<file path="src/rtl/instr_fetch_queue_if.sv">
// Fetch-queue bus: decoder handshake plus instruction memory port.
// master = fetch unit, slave = decoder/memory side.
interface instr_fetch_queue_if;
  logic        to_dec;
  logic [31:0] to_dec_pc;
  logic [31:0] to_dec_inst;
  logic        dec_ready;
  logic        mem_req;
  logic [31:0] mem_addr;
  logic        mem_valid;
  logic [31:0] mem_data;

  modport master (
    output to_dec, to_dec_pc, to_dec_inst,
    output mem_req, mem_addr,
    input  dec_ready, mem_valid, mem_data
  );

  modport slave (
    input  to_dec, to_dec_pc, to_dec_inst,
    input  mem_req, mem_addr,
    output dec_ready, mem_valid, mem_data
  );
endinterface

</file>
<file path="src/rtl/instr_fetch_queue.sv">
// Instruction fetch front end: one outstanding word fetch,
// small PC/instruction queue toward the decoder, clear redirect.
module instr_fetch_queue #(
  parameter logic [31:0] RESET_PC = 32'h0000_0000,
  parameter int          IQ_WIDTH = 2,
  parameter int          IQ_SIZE  = 4
) (
  input  logic        clk_in,
  input  logic        rst_in,
  input  logic        rdy_in,
  input  logic        clear,
  input  logic [31:0] clear_pc,
  instr_fetch_queue_if.master bus
);

  localparam int CW = IQ_WIDTH + 1;
  localparam logic [CW-1:0] FULL = CW'(IQ_SIZE);
  localparam logic [IQ_WIDTH-1:0] PTR_ONE = IQ_WIDTH'(1);

  typedef enum logic [1:0] {
    IDLE,
    WAIT,
    DROP
  } state_t;

  typedef struct packed {
    logic [31:0] pc;
    logic [31:0] inst;
  } entry_t;

  state_t              state_q, state_d;
  logic [31:0]         pc_q, pc_d;
  logic [IQ_WIDTH-1:0] head_q, head_d;
  logic [IQ_WIDTH-1:0] tail_q, tail_d;
  logic [CW-1:0]       count_q, count_d;
  logic                mem_req_q, mem_req_d;
  logic [31:0]         mem_addr_q, mem_addr_d;
  entry_t              iq_q [IQ_SIZE];
  logic                push;
  logic                pop;

  always_comb begin
    state_d    = state_q;
    pc_d       = pc_q;
    head_d     = head_q;
    tail_d     = tail_q;
    count_d    = count_q;
    mem_req_d  = mem_req_q;
    mem_addr_d = mem_addr_q;
    push       = 1'b0;
    pop        = 1'b0;
    if (rdy_in) begin
      mem_req_d = 1'b0;
      if (clear) begin
        head_d  = '0;
        tail_d  = '0;
        count_d = '0;
        pc_d    = clear_pc;
        // an outstanding response must be swallowed before refetching
        unique case (state_q)
          IDLE:       state_d = IDLE;
          WAIT, DROP: state_d = bus.mem_valid ? IDLE : DROP;
          default:    state_d = IDLE;
        endcase
      end else begin
        pop  = (count_q != '0) && bus.dec_ready;
        push = (state_q == WAIT) && bus.mem_valid;
        if (pop) head_d = head_q + PTR_ONE;
        if (push) begin
          tail_d = tail_q + PTR_ONE;
          pc_d   = pc_q + 32'd4;
        end
        count_d = count_q + CW'(push) - CW'(pop);
        // slot is reserved here, so the later push cannot overflow
        unique case (state_q)
          IDLE: begin
            if (count_d < FULL) begin
              mem_req_d  = 1'b1;
              mem_addr_d = pc_q;
              state_d    = WAIT;
            end
          end
          WAIT:    if (bus.mem_valid) state_d = IDLE;
          DROP:    if (bus.mem_valid) state_d = IDLE;
          default: state_d = IDLE;
        endcase
      end
    end
  end

  always_ff @(posedge clk_in or posedge rst_in) begin
    if (rst_in) begin
      state_q    <= IDLE;
      pc_q       <= RESET_PC;
      head_q     <= '0;
      tail_q     <= '0;
      count_q    <= '0;
      mem_req_q  <= 1'b0;
      mem_addr_q <= '0;
      for (int i = 0; i < IQ_SIZE; i++) begin
        iq_q[i] <= '0;
      end
    end else begin
      state_q    <= state_d;
      pc_q       <= pc_d;
      head_q     <= head_d;
      tail_q     <= tail_d;
      count_q    <= count_d;
      mem_req_q  <= mem_req_d;
      mem_addr_q <= mem_addr_d;
      if (push) begin
        iq_q[tail_q] <= {pc_q, bus.mem_data};
      end
    end
  end

  assign bus.to_dec      = (count_q != '0);
  assign bus.to_dec_pc   = iq_q[head_q].pc;
  assign bus.to_dec_inst = iq_q[head_q].inst;
  assign bus.mem_req     = mem_req_q;
  assign bus.mem_addr    = mem_addr_q;

endmodule
</file>
<file path="src/flat_wrapper.sv">
// flat-port wrapper written by rule: the top's interface ports become plain ports
module instr_fetch_queue_flat 
#(
  parameter logic [31:0] RESET_PC = 32'h0000_0000,
  parameter int          IQ_WIDTH = 2,
  parameter int          IQ_SIZE  = 4
)
  (clk_in, rst_in, rdy_in, clear, clear_pc, bus_to_dec, bus_to_dec_pc, bus_to_dec_inst, bus_mem_req, bus_mem_addr, bus_dec_ready, bus_mem_valid, bus_mem_data);
  instr_fetch_queue_if bus_i ();
  input  logic clk_in;
  input  logic rst_in;
  input  logic rdy_in;
  input  logic clear;
  input  logic [31:0] clear_pc;
  output wire logic [$bits(bus_i.to_dec)-1:0] bus_to_dec;
  output wire logic [$bits(bus_i.to_dec_pc)-1:0] bus_to_dec_pc;
  output wire logic [$bits(bus_i.to_dec_inst)-1:0] bus_to_dec_inst;
  output wire logic [$bits(bus_i.mem_req)-1:0] bus_mem_req;
  output wire logic [$bits(bus_i.mem_addr)-1:0] bus_mem_addr;
  input wire logic [$bits(bus_i.dec_ready)-1:0] bus_dec_ready;
  input wire logic [$bits(bus_i.mem_valid)-1:0] bus_mem_valid;
  input wire logic [$bits(bus_i.mem_data)-1:0] bus_mem_data;
  assign bus_to_dec = bus_i.to_dec;
  assign bus_to_dec_pc = bus_i.to_dec_pc;
  assign bus_to_dec_inst = bus_i.to_dec_inst;
  assign bus_mem_req = bus_i.mem_req;
  assign bus_mem_addr = bus_i.mem_addr;
  assign bus_i.dec_ready = bus_dec_ready;
  assign bus_i.mem_valid = bus_mem_valid;
  assign bus_i.mem_data = bus_mem_data;
  instr_fetch_queue #(.RESET_PC(RESET_PC), .IQ_WIDTH(IQ_WIDTH), .IQ_SIZE(IQ_SIZE)) u_core (.clk_in(clk_in), .rst_in(rst_in), .rdy_in(rdy_in), .clear(clear), .clear_pc(clear_pc), .bus(bus_i));
endmodule
</file>
<file path="config.mk">
export PLATFORM = sky130hd
export DESIGN_NAME = instr_fetch_queue_flat
export DESIGN_NICKNAME = d
export VERILOG_FILES = /design/src/rtl/instr_fetch_queue_if.sv /design/src/rtl/instr_fetch_queue.sv /design/src/flat_wrapper.sv
export SDC_FILE = /design/constraint.sdc
export NUM_CORES = 1
export LEC_CHECK = 0
export ABC_AREA = 1
export ABC_CLOCK_PERIOD_IN_PS = 14300
export CORE_AREA = 2 2 196 198
export CTS_BUF_LIST = sky130_fd_sc_hd__clkbuf_4 sky130_fd_sc_hd__clkbuf_8
export CTS_CLUSTER_DIAMETER = 50
export CTS_CLUSTER_SIZE = 40
export DETAILED_ROUTE_END_ITERATION = 16
export DIE_AREA = 0 0 198 200
export GPL_ROUTABILITY_DRIVEN = 0
export GPL_TIMING_DRIVEN = 0
export HOLD_SLACK_MARGIN = 0.05
export SLEW_MARGIN = 40
export SYNTH_ARGS = -nofsm -noshare
export SYNTH_HDL_FRONTEND = slang
export SYNTH_SLANG_ARGS = --single-unit
</file>
<file path="constraint.sdc">
create_clock -name clk_in -period 14.3 [get_ports clk_in]
set_clock_uncertainty 0.2 [all_clocks]
set_input_delay 2.145 -clock clk_in [delete_from_list [all_inputs] [get_ports clk_in]]
set_output_delay 2.145 -clock clk_in [all_outputs]
set_load 0.005 [all_outputs]
</file>
==> run summary <==
* **fraction of met3 tracks used by global routing** 4.00%
* **number of unique standard cell types used by synthesis** 26
* **EDFF count, synth** 0
* **worst hold slack across all endpoints** 0.286 ns
* **pin count of the biggest net entering global routing** 80
* **placed wire-length estimate after detailed placement** 33.5 mm
* **most frequent cells in the layout** 436 x nand2_1, 330 x dfrtp_1, 266 x o21ai_1, 200 x nor2_1, 189 x o21ai_0
* **number of slew-limit violations in the final report** 0
* **y dimension of the die** 200 um
* **detailed-router iteration count before antenna repair** 8
* **Tcrit/Tclk final** 39.3%
* **number of remaining DRC errors** 0
* **final hold viol count** 0
* **buffers from clock root to sink, at most** 3
* **busiest layer in global routing** met2
* **Post-Synthesis Cells** 1,795
* **dominant cells by area after synthesis** dfrtp_1 56%, nand2_1 11%, o21ai_1 9.0%
* **Seq cells post-synth** 330
* **worst slack after detailed placement** 9.08 ns
* **commonest non-fill, non-tap cell in the layout** nand2_1
* **Static Leak** 8.29 nW
* **final-report setup violation count** 0
* **share of synthesized area occupied by flip-flops and latches** 55.8%
* **via count** 13,400
* **register clock-pin slew on the reported worst setup and hold paths** 0.10 ns
* **number of antenna repair diodes** 0
* **CTS Hold Buffers Added** 0
* **prevailing post-synth register cell** dfrtp_1
* **number of nets at the end of the flow** 2,087
* **root buf cell** clkbuf_8
* **post-synthesis async set-or-reset flop share** 100%
* **run status** completed
* **starting density of the core** 39.6%
* **Syn Nets** 1,875
* **post-CTS setup buffer count** 0
* **Area Growth Syn to Fin** 22.5%
* **post-CTS sizing** 0
* **drt initial violations** 1,055
* **Core Rows** 71
* **clock latency on the worst-skew pair** 0.58 ns
* **CTS tree** yes
* **yosys warns** 0
* **top achievable clock speed** 178 MHz
* **category of the worst setup path launch point** register
* **CP Data Arrival Time** 3.28 ns
* **mean area per synthesized cell** 8.25 um^2
* **mapped cell area** 0.0148 mm^2
* **global-route track usage on met2** 40.1%
* **Slew headroom** 52.4%
* **number of maximum-capacitance violations** 0
* **horizontal extent of the die** 198 um
* **GRT overflow** 0
* **total wirelength of the detailed-routed design** 47.7 mm
* **area enclosed by the die boundary** 0.0396 mm^2
* **unrepaired setup endpoints after global routing** no
* **Worst Setup Path Type** reg2out
* **first-pass GRT wire length** 74.6 mm
* **total CTS buffers** 39
* **overall track demand over capacity in global routing** 24.5%
* **power density over the cells** 192 mW/mm^2
* **share of Yosys cell area claimed by the top area cell type** 55.8%
* **vias in the first global route** 13,200
* **Req. time, crit path** 11.95 ns
* **proportion of layout cells with a drive suffix above 1** 7.41%
* **core area** 0.0374 mm^2
* **number of antenna violations at the first check in global routing** 0
* **nature of the critical path endpoint** primary output
* **post-route cell area** 0.0182 mm^2
* **Max IR drop VDD** 0.0976 mV
* **total negative slack** 0 ns
* **count of input and output buffers** 167
* **GRT met1 Usage** 33.0%
* **worst hold path type** reg2reg
* **post-layout min period** 5.62 ns
* **sinks on the clock net** 330
* **Area after DPL** 0.0172 mm^2
* **actual slew at the worst max-slew pin** 0.714 ns
* **post-DR vias/cell** 5.25
* **final worst-path setup slack** 8.68 ns
* **# IOs** 168
* **Detail Route Antenna Nets** 0
* **H-tree levels** 2
* **largest fanout on the critical path** 10
* **Routed wire per std cell** 18.7 um
* **largest area contributor in the netlist** dfrtp_1
power by group:
part	internal [W]	leakage [nW]	switching (W)	total (W)
clock	0.000373	0.460	0.000395	0.000768
sequential	0.00118	4.38	0.000151	0.00133
combinational	0.000624	3.45	0.000766	0.00139
per-layer routing:
metal  wire, um  vias up  part of all wire, %
met5          0        -                    0
met4       1430        0                  3.0
met3       3640       91                  7.6
met2      22200      508                   47
met1      20400     6442                   43
li1           -     6346                    -
area by class of cell:
cell class	instances	area, um^2
fill	3659	19200
sequential	330	8260
multi-input combinational	1242	5630
timing repair buffer	171	1780
tap	511	639
clock buffer	44	599
buffer	119	529
inverter	104	398
clock inverter	27	312
cells in the mapped netlist, types with 4 or more instances:
master	instances
a21oi_1	24
buf_1	6
buf_2	65
clkbuf_1	47
dfrtp_1	330
ha_1	9
inv_1	101
nand2_1	436
nand3_1	31
nor2_1	200
nor3_1	4
o21ai_0	189
o21ai_1	266
o21ai_2	4
o22ai_1	66
through the flow:
step	utilization (%)	cells	total power, W
after floorplan	-	1795	0.00200
after global placement	45.8	2473	0.00271
after detailed placement	46.1	2477	0.00273
after CTS	48.5	2548	0.00351
after global routing	48.5	2548	0.00374
final	48.5	2548	0.00349
cell families (layout without fill, tap and decap cells):
kind of cell	Yosys count	count (layout)	share of synthesized area, %
XOR/XNOR	1	1	0.0591
AO/OA/AOI/OAI	554	554	19.5
AND/OR/NAND/NOR	677	677	17.6
buffers and inverters	223	465	6.21
adder cells (fa/ha/maj)	10	10	0.895
flip-flops	330	330	55.8
registers in the layout, indices dropped and copies added (netlist names):
signal / cells
u_core.bus.mem_addr: 32
u_core.bus.mem_req: 1
u_core.count_q: 3
u_core.head_q: 2
u_core.iq_q: 256
u_core.pc_q: 32
u_core.state_q: 2
u_core.tail_q: 2
path summary, 6_finish.rpt:
| path | slack [ns] | from | endpoint | cells after the start |
|---|---|---|---|---|
| hold / removal | 0.29 | u_core.bus.mem_req$_DFFE_PP0P_ | u_core.bus.mem_req$_DFFE_PP0P_ | 2 |
| max in group asynchronous | 10.99 | rst_in | u_core.iq_q[9]$_DFFE_PP0P_ | 4 |
| setup / recovery | 8.68 | u_core.head_q[0]$_DFFE_PP0P_ | bus_to_dec_pc[28] | 6 |
| setup reg to reg | 11.10 | u_core.count_q[1]$_DFFE_PP0P_ | u_core.bus.mem_addr[5]$_DFFE_PP0P_ | 14 |
| min in group asynchronous | 1.79 | rst_in | u_core.iq_q[122]$_DFFE_PP0P_ | 2 |
| hold reg to reg | 0.29 | u_core.bus.mem_req$_DFFE_PP0P_ | u_core.bus.mem_req$_DFFE_PP0P_ | 2 |
critical path, stage by stage (launching register included):
cell and delay [ns]:
dfrtp_1 0.44, inv_1 0.13, clkbuf_1 0.56, clkbuf_1 0.54, o21ai_0 0.16, o22ai_1 0.30, clkdlybuf4s50_1 0.57
No activity file was read; power rests on OpenSTA's default activity.
